### src/rtl/alu_seq_pkg.sv
// alu_seq_pkg: opcodes, ALU selects and FSM states shared by the ALU sequencer
package alu_seq_pkg;

    localparam logic [2:0] OP_AND = 3'd0;
    localparam logic [2:0] OP_XOR = 3'd1;
    localparam logic [2:0] OP_ADD = 3'd2;
    localparam logic [2:0] OP_SHL = 3'd3;
    localparam logic [2:0] OP_MUL = 3'd4;

    localparam logic [1:0] SEL_AND = 2'b00;
    localparam logic [1:0] SEL_XOR = 2'b01;
    localparam logic [1:0] SEL_ADD = 2'b10;
    localparam logic [1:0] SEL_SHL = 2'b11;

    typedef enum logic [2:0] {
        IDLE,
        EXEC,
        MUL_ADD,
        MUL_SHL,
        DONE
    } seq_state_t;

endpackage

### src/rtl/alu_sequencer.sv
// alu_sequencer: sequences single-cycle ALU ops and shift-and-add MUL through an external 8-bit ALU
module alu_sequencer
    import alu_seq_pkg::*;
#(
    parameter int W = 8
) (
    input  logic         clk,
    input  logic         rst,
    input  logic         cmd_valid,
    output logic         cmd_ready,
    input  logic [2:0]   cmd_op,
    input  logic [W-1:0] cmd_a,
    input  logic [W-1:0] cmd_b,
    output logic [W-1:0] alu_a,
    output logic [W-1:0] alu_b,
    output logic [1:0]   alu_sel,
    input  logic [W-1:0] alu_out,
    input  logic         alu_cout,
    input  logic         alu_zero,
    output logic         res_valid,
    input  logic         res_ready,
    output logic [W-1:0] res_data,
    output logic         res_carry,
    output logic         res_zero,
    output logic         res_err,
    output logic         busy
);

    seq_state_t   state;
    logic [1:0]   opSel;
    logic [W-1:0] mcand;
    logic [W-1:0] mplier;
    logic [W-1:0] acc;
    logic         addStep;

    // mcand/mplier double as the A/B operand registers for single-cycle ops
    assign addStep   = state == MUL_ADD && mplier[0];
    assign cmd_ready = state == IDLE && !rst;
    assign busy      = state != IDLE;

    // ALU sees real operands only in cycles that issue an operation, zeros otherwise
    always_comb begin
        alu_sel = state == EXEC ? opSel : addStep ? SEL_ADD : state == MUL_SHL ? SEL_SHL : SEL_AND;
        alu_a   = (state == EXEC || state == MUL_SHL) ? mcand : addStep ? acc : '0;
        alu_b   = state == EXEC ? mplier : addStep ? mcand : '0;
    end

    // Command FSM; MUL finishes on the shift that empties the multiplier to keep latency at 2k+1
    always_ff @(posedge clk or posedge rst) begin
        if (rst) begin
            state     <= IDLE;
            opSel     <= SEL_AND;
            mcand     <= '0;
            mplier    <= '0;
            acc       <= '0;
            res_valid <= 1'b0;
            res_data  <= '0;
            res_carry <= 1'b0;
            res_zero  <= 1'b0;
            res_err   <= 1'b0;
        end else begin
            case (state)
                IDLE: begin
                    if (cmd_valid) begin
                        opSel  <= cmd_op[1:0];
                        mcand  <= cmd_a;
                        mplier <= cmd_b;
                        acc    <= '0;
                        if (cmd_op <= OP_SHL) begin
                            state <= EXEC;
                        end else if (cmd_op == OP_MUL && cmd_b != '0) begin
                            state <= MUL_ADD;
                        end else begin
                            state     <= DONE;
                            res_valid <= 1'b1;
                            res_data  <= '0;
                            res_carry <= 1'b0;
                            res_zero  <= cmd_op == OP_MUL;
                            res_err   <= cmd_op != OP_MUL;
                        end
                    end
                end
                EXEC: begin
                    state     <= DONE;
                    res_valid <= 1'b1;
                    res_data  <= alu_out;
                    res_carry <= alu_cout;
                    res_zero  <= alu_zero;
                    res_err   <= 1'b0;
                end
                MUL_ADD: begin
                    if (mplier == '0) begin
                        state     <= DONE;
                        res_valid <= 1'b1;
                        res_data  <= acc;
                        res_carry <= 1'b0;
                        res_zero  <= acc == '0;
                        res_err   <= 1'b0;
                    end else begin
                        state <= MUL_SHL;
                        if (mplier[0]) acc <= alu_out;
                    end
                end
                MUL_SHL: begin
                    mcand  <= alu_out;
                    mplier <= mplier >> 1;
                    if (mplier[W-1:1] == '0) begin
                        state     <= DONE;
                        res_valid <= 1'b1;
                        res_data  <= acc;
                        res_carry <= 1'b0;
                        res_zero  <= acc == '0;
                        res_err   <= 1'b0;
                    end else begin
                        state <= MUL_ADD;
                    end
                end
                DONE: begin
                    if (res_ready) begin
                        state     <= IDLE;
                        res_valid <= 1'b0;
                    end
                end
                default: state <= IDLE;
            endcase
        end
    end

endmodule

### config.mk
export PLATFORM = sky130hd
export DESIGN_NAME = alu_sequencer
export DESIGN_NICKNAME = d
export VERILOG_FILES = /design/src/rtl/alu_seq_pkg.sv /design/src/rtl/alu_sequencer.sv
export SDC_FILE = /design/constraint.sdc
export NUM_CORES = 1
export LEC_CHECK = 0
export BUFFER_PORTS_ARGS = -buffer_cell sky130_fd_sc_hd__buf_2
export CELL_PAD_IN_SITES_DETAIL_PLACEMENT = 0
export CELL_PAD_IN_SITES_GLOBAL_PLACEMENT = 2
export CORE_MARGIN = 4
export CORE_UTILIZATION = 34
export CTS_CLUSTER_DIAMETER = 60
export DETAILED_ROUTE_END_ITERATION = 7
export GPL_TIMING_DRIVEN = 0
export HOLD_SLACK_MARGIN = 0.15
export PLACE_DENSITY = 0.94
export SYNTH_ARGS = -nofsm -noshare
export SYNTH_HDL_FRONTEND = slang
export SYNTH_SLANG_ARGS = --single-unit
### constraint.sdc
create_clock -name clk -period 3.4 [get_ports clk]
set_input_delay 0 -clock clk [delete_from_list [all_inputs] [get_ports clk]]
set_output_delay 0 -clock clk [all_outputs]
set_load 0.005 [all_outputs]
Word-level counts from Yosys, hierarchy flattened
Cells that the tools add are included.
Widths: inputs -> output; s select.
{ "totals": {"wordCells": 97, "out_inout_bits": 32, "in_bits": 33, "ff_bits": 41} }
{ "op_classes": {"n_reduce_logical": 21, "n_eq_ne": 14, "muxes": 51, "magnitude_cmp": 1} }
{ "op_table": {"columns": ["cell", "count"], "rows": [
  ["$mux 8", 14],
  ["$pmux 8 s2", 3],
  ["$pmux 8 s4", 1],
  ["$mux 1", 19],
  ["$mux 3", 6],
  ["$logic_not 8->1", 2],
  ["$pmux 3 s5", 1],
  ["$ne 2x2->1 const B", 6],
  ["$pmux 1 s4", 3],
  ["$reduce_bool 8->1", 1],
  ["$logic_not 7->1", 1],
  ["$reduce_and 7->1", 1],
  ["$eq 3x2->1 const B", 2],
  ["$eq 3x3->1 const B", 2],
  ["$mux 2", 3],
  ["$reduce_and 2->1", 3],
  ["$reduce_and 6->1", 1],
  ["$pmux 1 s5", 1],
  ["$reduce_bool 5->1", 1],
  ["$ne 2x1->1 const B", 2],
  ["$reduce_and 4->1", 1],
  ["$reduce_bool 2->1", 2],
  ["$reduce_bool 4->1", 1],
  ["$eq 3x1->1 const B", 1],
  ["other kinds (7)", 9]
]} }

Longest topological paths before layout
Gate-level depths: netlist of the first run.
{ "depth": {"depth_word": 6, "mapped_depth": 8, "mapped_depth_nobuf": 5} }

Least setup slack after synthesis of the first run
Ideal clock, no wire load.
{ "synth_timing": {"path_kind": "register to register", "from": "register mplier[4]", "to": "register res_data[0]", "arrival_ns": 2.149, "slack_ns": 1.126, "required_ns": 3.275, "n_path_buf": 1, "stages_incl_launch_ff": 7, "cell_sequence": "dfrtp_1 > or4_4 > or4_4 > a32oi_2 > nand3_2 > buf_6 > mux2_4"} }
{ "synth_between": {"elab_chain_len": 3, "elab_cells_between_ends": 5, "cone_classes": "eq/ne (2); reduce/logical (3)"} }
{ "synth_rtl": {"columns": ["element", "line_no", "text"], "rows": [
  ["start: declaration", "alu_sequencer.sv:32", "logic [W-1:0] mplier;"],
  ["start signal: assignment", "alu_sequencer.sv:67", "mplier <= cmd_b;"],
  ["start signal: assignment", "alu_sequencer.sv:106", "mplier <= mplier >> 1;"],
  ["$logic_not 8->1 / $logic_not 7->1 (equally long branches)", "alu_sequencer.sv:92, alu_sequencer.sv:107", null],
  ["$ne 2x1->1 (no line)", null, null],
  ["$reduce_and 6->1 (no line) (*)", null, null],
  ["end signal: assignment", "alu_sequencer.sv:86", "res_data <= alu_out;"],
  ["end: declaration", "alu_sequencer.sv:22", "output logic [W-1:0] res_data,"]
]} }
Every way passes the cells marked *; elsewhere a longest branch is shown, timed or not.
A chain may end at the register's enable or synchronous reset.

Worst setup path in the final report of the first run
{ "layout_timing": {"from": "register state[2]", "to": "output port alu_b[0]"} }
{ "layout_between": {"elab_chain_len": 4, "elab_cells_between_ends": 5, "cone_classes": "eq/ne (2); mux (2); reduce/logical (1)"} }
{ "layout_rtl": {"columns": ["element", "line_no", "text"], "rows": [
  ["start: declaration", "alu_sequencer.sv:29", "seq_state_t state;"],
  ["start signal: assignment", "alu_sequencer.sv:51", "state <= IDLE;"],
  ["start signal: assignment", "alu_sequencer.sv:70", "state <= EXEC;"],
  ["start signal: assignment", "alu_sequencer.sv:72", "state <= MUL_ADD;"],
  ["$eq 3x2->1", "alu_sequencer.sv:37", "assign addStep = state == MUL_ADD && mplier[0];"],
  ["$logic_and 1x1->1", "alu_sequencer.sv:37", null],
  ["$mux 8", "alu_sequencer.sv:45", "alu_b = state == EXEC ? mplier : addStep ? mcand : '0;"],
  ["$mux 8 (*)", "alu_sequencer.sv:45", null],
  ["end: declaration", "alu_sequencer.sv:15", "output logic [W-1:0] alu_b,"]
]} }
Marked as above.

==> results.json, run 1 <==
{
  "placementRows": 28,
  "inserted_clock_buffers": 5,
  "worst_slack_ns": 0.758,
  "core_region_sq_um": 5990,
  "routedWlPerCell_um": 16.9,
  "drt_pre_antenna_iters": 4,
  "track_usage_pct": 17.1,
  "r2r_start": "mplier[4]",
  "grt_busiest_layer": "met2",
  "slew_headroom_pct": 42.0,
  "initial_utilization_pct": 35.3,
  "synthCells": 194,
  "crit-reg2reg-capture": "res_data[2]",
  "grt_pass1_wl_um": 9950,
  "area.growth.synth_to_final_pct": 40.3,
  "tightest_slew_ns": 0.868,
  "run_status": "completed",
  "regToRegSetupSlack_ns": 0.95,
  "post-place-ws_ns": 0.966,
  "postSynthNetCount": 227,
  "power_density_nw_per_um2": 648,
  "grt_antenna_before_repair": 0,
  "drt_wl_total_um": 6290,
  "maxCapViolations": 0,
  "clockBufferDepth": 2,
  "via_count_of_the_first_global_routing_pass": 1957,
  "met2_capacity_usage_during_global_routing_pct": 27.3,
  "final.period_utilization_pct": 77.7,
  "io_pins": 65,
  "drc": 0,
  "r2r_cells": 6,
  "insertion_delay_ns": 0.30,
  "numClockSinks": 41,
  "clock_tree_from_tritoncts": "yes",
  "place.gp.congestion": 0.818,
  "grt_start_max_net_pins": 42,
  "htree_levels": 2,
  "most_used_cells_in_the_layout_excluding_fill_and_tap_cells": "65 x sky130_fd_sc_hd__buf_2, 41 x sky130_fd_sc_hd__dfrtp_1, 32 x sky130_fd_sc_hd__a22o_1, 32 x sky130_fd_sc_hd__dlygate4sd3_1, 23 x sky130_fd_sc_hd__nor2_1",
  "detailed_place.area_sq_um": 2530,
  "vdd_drop_max_mv": 0.256,
  "worstSetupEndpointType": "primary output",
  "use_met3_pct": 4.47,
  "chipWidth_um": 86.8,
  "multi_input_comb_area_sq_um": 1010,
  "timing.setup.critical_path_class": "flop to primary output",
  "rsz0062_at_grt": "no",
  "sequential_cell_area_sq_um": 1030,
  "synth_seq_area_share_pct": 48.5,
  "worstPathRequired_ns": 3.40,
  "hp-start": "alu_cout",
  "design_power_total_mw": 1.92,
  "met1_usage_pct": 23.6,
  "die_area_sq_um": 7540,
  "finalSetupTns_ns": 0,
  "vias_per_cell": 5.31,
  "routed-via-count": 1980,
  "syn-cell-area_sq_um": 2110,
  "ys_types": 31,
  "max_freq_mhz": 378,
  "global_route.overflow_total": 0,
  "cp_max_fo": 10,
  "mostFrequentLayoutCell": "sky130_fd_sc_hd__buf_2",
  "clock_tree.root_cell": "sky130_fd_sc_hd__clkbuf_8",
  "setup.worst_path.start_class": "flop",
  "hold_end": "res_carry",
  "timing.hold.worst.class": "input port to flop",
  "synth-seq-cells": 41,
  "count_of_yosys_warnings_during_synthesis": 0,
  "final-setup-viol-count": 0,
  "detailed_placement_wirelength_estimate_um": 4380,
  "final_design_area_no_fill_sq_um": 2960,
  "post_synth.cell_area_avg_sq_um": 10.9,
  "leakage_power_summed_over_all_cells_nw": 1.44,
  "nets_final": 330,
  "fp.dieH_um": 86.8,
  "cts_resized": 0,
  "antenna_cells_inserted": 0,
  "detail_route.iter0.violations": 88,
  "post-route-min-period_ns": 2.64,
  "finish.cell_count_without_fillers": 373,
  "place_inst": 333,
  "worst_hold_path.num_cells": 3,
  "cp_data_arrival_time_ns": 2.64,
  "timing.final.max_slew_violations": 0,
  "fill_cells": 575,
  "ant_nets": 0,
  "clock_skew_ns": 0.00847,
  "drive_gt1_share_pct": 29.5,
  "clk_pin_slew_worst_paths_ns": 0.08,
  "port-buffer-count": 64,
  "finalHoldViolCount": 0
}
## power breakdown
group          internal, mW  switching [mW]
Clock                 0.240           0.177
Combinational         0.359           0.338
Sequential            0.659           0.147
## cells in the mapped netlist
cell | instances | area share, %
sky130_fd_sc_hd__a21boi_0 | 1 | 0.36
sky130_fd_sc_hd__a21oi_1 | 19 | 4.5
sky130_fd_sc_hd__a22o_1 | 32 | 13
sky130_fd_sc_hd__a32oi_1 | 1 | 0.41
sky130_fd_sc_hd__a32oi_2 | 1 | 0.77
sky130_fd_sc_hd__and2_1 | 1 | 0.30
sky130_fd_sc_hd__buf_1 | 2 | 0.36
sky130_fd_sc_hd__buf_2 | 1 | 0.24
sky130_fd_sc_hd__buf_6 | 1 | 0.53
sky130_fd_sc_hd__clkbuf_1 | 11 | 2.0
sky130_fd_sc_hd__dfrtp_1 | 41 | 49
sky130_fd_sc_hd__inv_1 | 3 | 0.53
sky130_fd_sc_hd__mux2_1 | 3 | 1.6
sky130_fd_sc_hd__mux2_2 | 2 | 1.1
sky130_fd_sc_hd__mux2_4 | 7 | 5.0
sky130_fd_sc_hd__mux2i_1 | 16 | 7.6
sky130_fd_sc_hd__nand2_1 | 3 | 0.53
sky130_fd_sc_hd__nand2b_1 | 2 | 0.59
sky130_fd_sc_hd__nand3_2 | 1 | 0.47
sky130_fd_sc_hd__nor2_1 | 23 | 4.1
sky130_fd_sc_hd__nor2_2 | 1 | 0.30
sky130_fd_sc_hd__nor2b_1 | 5 | 1.5
sky130_fd_sc_hd__nor3_1 | 3 | 0.71
sky130_fd_sc_hd__nor4_1 | 4 | 1.2
sky130_fd_sc_hd__nor4b_1 | 1 | 0.41
sky130_fd_sc_hd__o21a_1 | 1 | 0.36
sky130_fd_sc_hd__o21ai_0 | 3 | 0.71
sky130_fd_sc_hd__o32a_1 | 1 | 0.47
sky130_fd_sc_hd__or3_1 | 1 | 0.30
sky130_fd_sc_hd__or4_1 | 1 | 0.36
sky130_fd_sc_hd__or4_4 | 2 | 1.1
## cell type report
type | instances | share of cell area [%]
flip-flops and latches | 41 | 34.6
multi-input cells | 135 | 34.1
repair buffers | 96 | 21.6
well taps | 75 | 3.17
clock buffers | 7 | 2.91
plain buffers | 15 | 2.20
clock inverters | 1 | 1.01
inverters | 3 | 0.380
## worst max-delay path by stage
stage | end | depth (start not counted) | slack [ns] | from
2_1_floorplan | res_data[0] | 6 | 1.13 | mplier[4]
4_1_cts | alu_b[0] | 8 | 0.76 | state[2]
3_3_place_gp | mplier[4] | 7 | 0.98 | state[2]
5_1_grt | alu_b[0] | 8 | 0.51 | state[2]
3_5_place_dp | mplier[4] | 7 | 0.97 | state[2]
6_report | alu_b[0] | 8 | 0.76 | state[2]
## critical path, stage by stage, from the launching register on
cell and delay (ns):
sky130_fd_sc_hd__dfrtp_1 0.36, sky130_fd_sc_hd__clkbuf_1 0.19, sky130_fd_sc_hd__nor2b_1 0.34, sky130_fd_sc_hd__nor2b_1 0.18
sky130_fd_sc_hd__clkbuf_1 0.37, sky130_fd_sc_hd__buf_1 0.51, sky130_fd_sc_hd__a21oi_1 0.08, sky130_fd_sc_hd__nor2b_1 0.17
sky130_fd_sc_hd__buf_2 0.14
## flip-flops by register name, indices dropped and copies added, names as in the netlist
| name | cells |
|---|---|
| res_data | 8 |
| res_carry | 1 |
| acc | 8 |
| res_valid | 1 |
| res_err | 1 |
| state | 3 |
| opSel | 2 |
| mcand | 8 |
| mplier | 8 |
| res_zero | 1 |
## cells by family (layout without fill, tap and decap cells)
kind of cell | after synthesis | in the layout | share of synthesized area, %
simple gates | 48 | 48 | 11.8
flops | 41 | 41 | 48.5
buf+inv | 18 | 122 | 3.61
compound gates | 59 | 59 | 20.8
mux | 28 | 28 | 15.2
## stage by stage
stage | util [%] | hold slack [ns]
floorplan | - | 0.0311
detailed placement | 42.2 | 0.216
finish | 49.5 | 0.442
CTS | 49.5 | 0.444
global placement | 42.2 | 0.215
global route | 49.5 | 0.446
## routing by layer
layer	up-vias	wire length (um)
li1	922	-
met1	981	2990
met2	69	2870
met3	8	377
met4	0	56
met5	-	0
## repair_timing
action	in CTS	in global routing
buffers inserted	0	0
hold endpoints to repair	80	0
hold buffers	32	0
No activity file was read; power rests on OpenSTA's default activity.
==> inputs of run 2 (changes only) <==
--- a/config.mk
+++ b/config.mk
@@ -9,12 +9,12 @@
 export CELL_PAD_IN_SITES_DETAIL_PLACEMENT = 0
 export CELL_PAD_IN_SITES_GLOBAL_PLACEMENT = 2
 export CORE_MARGIN = 4
-export CORE_UTILIZATION = 34
+export CORE_UTILIZATION = 28
 export CTS_CLUSTER_DIAMETER = 60
 export DETAILED_ROUTE_END_ITERATION = 7
 export GPL_TIMING_DRIVEN = 0
 export HOLD_SLACK_MARGIN = 0.15
-export PLACE_DENSITY = 0.94
+export PLACE_DENSITY = 0.84
 export SYNTH_ARGS = -nofsm -noshare
 export SYNTH_HDL_FRONTEND = slang
 export SYNTH_SLANG_ARGS = --single-unit
==> constraint.sdc (replaced) <==
create_clock -name clk -period 2.2 [get_ports clk]
set_input_delay 0 -clock clk [delete_from_list [all_inputs] [get_ports clk]]
set_output_delay 0 -clock clk [all_outputs]
set_load 0.005 [all_outputs]
==> results.json, run 2 (same netlist as run 1, synthesis figures left out) <==
{
  "run_status": "finished, violations left",
  "failed_checks": "setup timing",
  "critical-path-top-delay-family": "simple AND/OR/NAND/NOR gates",
  "routedWlPerCell_um": 16.2,
  "maxCapViolations": 0,
  "timing.hold.worst.class": "input port to async pin",
  "max_freq_mhz": 432,
  "slew_headroom_pct": 40.7,
  "place.gp.congestion": 0.819,
  "clock_tree.root_cell": "sky130_fd_sc_hd__clkbuf_8",
  "regToRegSetupSlack_ns": -0.12,
  "mostFrequentLayoutCell": "sky130_fd_sc_hd__buf_2",
  "critical_path_buf_inv_count": 1,
  "core_region_sq_um": 7290,
  "nets_final": 337,
  "crit-reg2reg-capture": "res_zero",
  "numClockSinks": 41,
  "vias_per_cell": 4.90,
  "chipWidth_um": 94.9,
  "clockBufferDepth": 2,
  "cp_max_fo": 3,
  "placementRows": 31,
  "switching_share_pct": 35.1,
  "detail_route.iter0.violations": 104,
  "power.share.sequential_pct": 41.9,
  "io_pins": 65,
  "final.period_utilization_pct": 105,
  "leakage_power_summed_over_all_cells_nw": 1.50,
  "p_switching_mw": 1.06,
  "place_inst": 357,
  "crit_path_max_incr_delay_ns": 0.54,
  "final-setup-viol-count": 11,
  "post-place-ws_ns": -0.255,
  "tightest_slew_ns": 0.888,
  "ant_nets": 0,
  "worstPathCellList": "or4_4 -> or4_4 -> a32oi_2 -> nand3_2 -> buf_4 -> mux2_1",
  "r2r_start": "mplier[4]",
  "power_frac_comb_pct": 39.8,
  "rsz0062_at_grt": "yes",
  "critical-path-slowest-cell": "sky130_fd_sc_hd__or4_4",
  "r2r_cells": 6,
  "drc": 0,
  "cp_data_arrival_time_ns": 2.49,
  "drt_pre_antenna_iters": 4,
  "post-route-min-period_ns": 2.32,
  "clock_skew_ns": 0.00451,
  "worstPathRequired_ns": 2.37,
  "grt_pass1_wl_um": 10600,
  "clkPwrFrac_pct": 18.3,
  "grt_start_max_net_pins": 42,
  "power_density_nw_per_um2": 979,
  "crit_start": "mplier[4]",
  "inserted_clock_buffers": 5,
  "timing.final.max_slew_violations": 0,
  "port-buffer-count": 64,
  "clk_pin_slew_worst_paths_ns": 0.08,
  "most_used_cells_in_the_layout_excluding_fill_and_tap_cells": "67 x sky130_fd_sc_hd__buf_2, 40 x sky130_fd_sc_hd__dfrtp_1, 32 x sky130_fd_sc_hd__a22o_1, 32 x sky130_fd_sc_hd__dlygate4sd3_1, 23 x sky130_fd_sc_hd__nor2_1",
  "finish.cell_count_without_fillers": 404,
  "drive_gt1_share_pct": 35.1,
  "vdd_drop_max_mv": 0.405,
  "via_count_of_the_first_global_routing_pass": 2002,
  "global_route.overflow_total": 0,
  "htree_levels": 2,
  "finalHoldViolCount": 0,
  "routed-via-count": 1979,
  "antenna_cells_inserted": 0,
  "insertion_delay_ns": 0.29,
  "worstSetupEndpointType": "flop",
  "track_usage_pct": 15.2,
  "grt_antenna_before_repair": 0,
  "drt_wl_total_um": 6560,
  "clock_tree_from_tritoncts": "yes",
  "timing.setup.critical_path_class": "flop to flop",
  "design_power_total_mw": 3.02,
  "detailed_placement_wirelength_estimate_um": 4630,
  "setup.worst_path.start_class": "flop",
  "die_area_sq_um": 9000,
  "area.growth.synth_to_final_pct": 45.8,
  "worst_slack_ns": -0.117,
  "fp.dieH_um": 94.9,
  "power_report.internal_total_mw": 1.96,
  "initial_utilization_pct": 29.0,
  "critPathMostFrequentCell": "sky130_fd_sc_hd__or4_4"
}
## run 2: cell types whose count changed in the layout (fill, tap and decap cells not counted), sizes merged
cell / delta
clkinv: +1
clkbuf: -4
buf: +11
bufinv: -1
## run 2: how the worst max path moves through the flow
stage          depth (start not counted)     endpoint  slack [ns]
2_1_floorplan                          6  res_data[0]       -0.07
5_1_grt                                6  res_data[7]       -0.18
6_report                               6     res_zero       -0.12
3_5_place_dp                           7     mcand[0]       -0.26
4_1_cts                                6     res_zero       -0.16
3_3_place_gp                           7    mplier[4]       -0.25
## run 2: stage by stage
stage	utilization [%]	hold slack, ns	TNS (ns)	cell area (sq um)
after floorplan	-	0.0311	-0.517	2110
after global placement	35.1	0.210	-5.61	2560
after detailed placement	35.1	0.224	-5.84	2560
after CTS	41.4	0.457	-1.63	3020
after global routing	42.3	0.454	-1.82	3080
final	42.3	0.448	-1.13	3080
## run 2: what timing repair did
item / 4_1_cts / 5_1_grt
pin swaps: 2 / 4
setup buffers: 3 / 6
endpoints found under the setup margin: 48 / 40
hold endpoints to repair: 80 / 0
hold buffers: 32 / 0
resized for setup: 9 / 5
## run 2: worst min-delay path, cell delays in order
cell and delay, ns:
sky130_fd_sc_hd__dlygate4sd3_1 0.53, sky130_fd_sc_hd__buf_2 0.13, sky130_fd_sc_hd__inv_2 0.63
## run 2: routing by layer
metal,GRT usage [%],part of all wire (%)
met3,2.79,6.2
met5,0,0
met4,3.25,1.0
met1,21.9,47
met2,23.6,46
## run 2: power groups by stage
stage / sequential (mW) / clock, mW / combinational, mW
floorplan: 1.20 / 0 / 0.717
global placement: 1.26 / 0 / 1.03
detailed placement: 1.27 / 0 / 1.04
CTS: 1.24 / 0.570 / 1.16
global route: 1.31 / 0.606 / 1.33
finish: 1.26 / 0.552 / 1.20
## run 2: cell type report
type                       instances  area [sq um]
multi-input combinational        135          1030
fill                             755          4210
tap                               99           124
clock inverter                     1          5.00
clock buffer                       7          96.3
inverter                           3          11.3
sequential                        41          1030
buffer                            13          66.3
timing repair buffer             105           721
==> inputs of run 3 (changes only) <==
--- a/config.mk
+++ b/config.mk
@@ -5,16 +5,18 @@
 export SDC_FILE = /design/constraint.sdc
 export NUM_CORES = 1
 export LEC_CHECK = 0
-export BUFFER_PORTS_ARGS = -buffer_cell sky130_fd_sc_hd__buf_2
+export BUFFER_PORTS_ARGS = -buffer_cell sky130_fd_sc_hd__buf_4
 export CELL_PAD_IN_SITES_DETAIL_PLACEMENT = 0
 export CELL_PAD_IN_SITES_GLOBAL_PLACEMENT = 2
 export CORE_MARGIN = 4
 export CORE_UTILIZATION = 28
 export CTS_CLUSTER_DIAMETER = 60
+export CTS_CLUSTER_SIZE = 28
 export DETAILED_ROUTE_END_ITERATION = 7
 export GPL_TIMING_DRIVEN = 0
 export HOLD_SLACK_MARGIN = 0.15
 export PLACE_DENSITY = 0.84
+export SETUP_SLACK_MARGIN = 0.02
 export SYNTH_ARGS = -nofsm -noshare
 export SYNTH_HDL_FRONTEND = slang
 export SYNTH_SLANG_ARGS = --single-unit
==> results.json, run 3 (same netlist as run 1, synthesis figures left out) <==
{
  "run_status": "finished, violations left",
  "failed_checks": "setup timing",
  "clk_pin_slew_worst_paths_ns": 0.08,
  "vdd_drop_max_mv": 0.345,
  "via_count_of_the_first_global_routing_pass": 1982,
  "clock_tree_from_tritoncts": "yes",
  "tightest_slew_ns": 0.894,
  "inserted_clock_buffers": 5,
  "antenna_cells_inserted": 0,
  "power_report.internal_total_mw": 2.13,
  "port-buffer-count": 64,
  "io_pins": 65,
  "cp_data_arrival_time_ns": 2.49,
  "global_route.overflow_total": 0,
  "mostFrequentLayoutCell": "sky130_fd_sc_hd__buf_4",
  "track_usage_pct": 14.8,
  "worst_slack_ns": -0.118,
  "nets_final": 336,
  "routedWlPerCell_um": 16.1,
  "timing.setup.critical_path_class": "flop to flop",
  "power_density_nw_per_um2": 974,
  "finalHoldViolCount": 0,
  "grt_pass1_wl_um": 10300,
  "die_area_sq_um": 9000,
  "routed-via-count": 1931,
  "timing.hold.worst.class": "input port to flop",
  "rsz0062_at_grt": "yes",
  "drive_gt1_share_pct": 34.5,
  "htree_levels": 2,
  "chipWidth_um": 94.9,
  "grt_start_max_net_pins": 42,
  "power_frac_comb_pct": 40.4,
  "worstPathRequired_ns": 2.37,
  "clkPwrFrac_pct": 19.9,
  "insertion_delay_ns": 0.29,
  "setup.worst_path.start_class": "flop",
  "placementRows": 31,
  "vias_per_cell": 4.79,
  "fp.dieH_um": 94.9,
  "maxCapViolations": 0,
  "core_region_sq_um": 7290,
  "clock_tree.root_cell": "sky130_fd_sc_hd__clkbuf_8",
  "multi_input_comb_area_sq_um": 1040,
  "initial_utilization_pct": 29.0,
  "post-route-min-period_ns": 2.32,
  "final-setup-viol-count": 11,
  "cp_max_fo": 3,
  "area.growth.synth_to_final_pct": 54.3,
  "design_power_total_mw": 3.18,
  "switching_share_pct": 33.0,
  "worstSetupEndpointType": "flop",
  "ant_nets": 0,
  "timing.final.max_slew_violations": 0,
  "numClockSinks": 41,
  "grt_antenna_before_repair": 0,
  "drc": 0,
  "final.period_utilization_pct": 105,
  "fill_cells": 738,
  "clockBufferDepth": 2,
  "leakage_power_summed_over_all_cells_nw": 1.54,
  "detailed_placement_wirelength_estimate_um": 4580,
  "drt_pre_antenna_iters": 4,
  "max_freq_mhz": 431,
  "post-place-ws_ns": -0.252,
  "sequential_cell_area_sq_um": 1030,
  "place.gp.congestion": 0.839,
  "drt_wl_total_um": 6480,
  "detail_route.iter0.violations": 127,
  "power.share.sequential_pct": 39.6,
  "p_switching_mw": 1.05,
  "slew_headroom_pct": 40.3,
  "most_used_cells_in_the_layout_excluding_fill_and_tap_cells": "73 x sky130_fd_sc_hd__buf_4, 41 x sky130_fd_sc_hd__dfrtp_1, 32 x sky130_fd_sc_hd__a22o_1, 32 x sky130_fd_sc_hd__dlygate4sd3_1, 22 x sky130_fd_sc_hd__nor2_1",
  "clock_skew_ns": 0.00525
}
[run 3: area by class of cell]
class | count | area share [%]
Timing Repair Buffer | 104 | 26.8
Clock buffer | 7 | 2.65
Buffer | 13 | 2.19
Clock inverter | 1 | 0.921
Tap cell | 99 | 3.80
Sequential cell | 41 | 31.5
Multi-Input combinational cell | 135 | 31.8
Inverter | 3 | 0.345
[run 3: repair_timing]
item                                    4_1_cts  5_1_grt
hold endpoints to repair                     80        0
pin swaps                                     2        1
hold buffers                                 32        0
cloned                                        0        0
endpoints found under the setup margin       47       40
buffers inserted                              3        5
gates resized for setup                      11        5
[run 3: power by group through the flow]
stage,registers [mW],logic (mW),clock network [mW]
finish,1.26,1.28,0.633
global route,1.31,1.41,0.671
CTS,1.24,1.25,0.649
detailed placement,1.27,1.12,0
global placement,1.26,1.12,0
floorplan,1.20,0.717,0
[run 3: layer usage]
layer / share of wire, % / track usage (%)
met1: 47 / 21.1
met2: 47 / 23.7
met3: 5.4 / 2.71
met4: 0.31 / 2.52
met5: 0 / 0
[run 3: per-stage QoR]
step                      cells  area (sq um)  hold slack, ns  setup TNS (ns)  util [%]
final                       403          3260           0.461           -1.15      44.7
after global routing        403          3260           0.474           -1.92      44.7
after CTS                   399          3200           0.456           -1.17      43.9
after detailed placement    357          2720           0.206           -5.46      37.3
after global placement      357          2720           0.204           -5.44      37.3
after floorplan             194          2110          0.0311          -0.517         -
[run 3: worst max-delay path, cell delays in order, from the launching register on]
cell and delay, ns:
sky130_fd_sc_hd__dfrtp_1 0.39, sky130_fd_sc_hd__or4_4 0.55, sky130_fd_sc_hd__or4_4 0.44, sky130_fd_sc_hd__a32oi_2 0.22
sky130_fd_sc_hd__nand3_2 0.14, sky130_fd_sc_hd__buf_4 0.17, sky130_fd_sc_hd__mux2_1 0.31
[run 3: final timing paths]
check / start / endpoint / slack [ns] / cells after the start
worst max-delay path: mplier[4] / res_zero / -0.12 / 6
worst min-delay path: res_ready / state[2] / 0.46 / 3
worst max register to register: mplier[4] / res_zero / -0.12 / 6
worst min register to register: res_zero / res_zero / 0.51 / 1
max in group asynchronous: rst / res_data[2] / 1.16 / 3
min in group asynchronous: rst / opSel[1] / 0.48 / 3
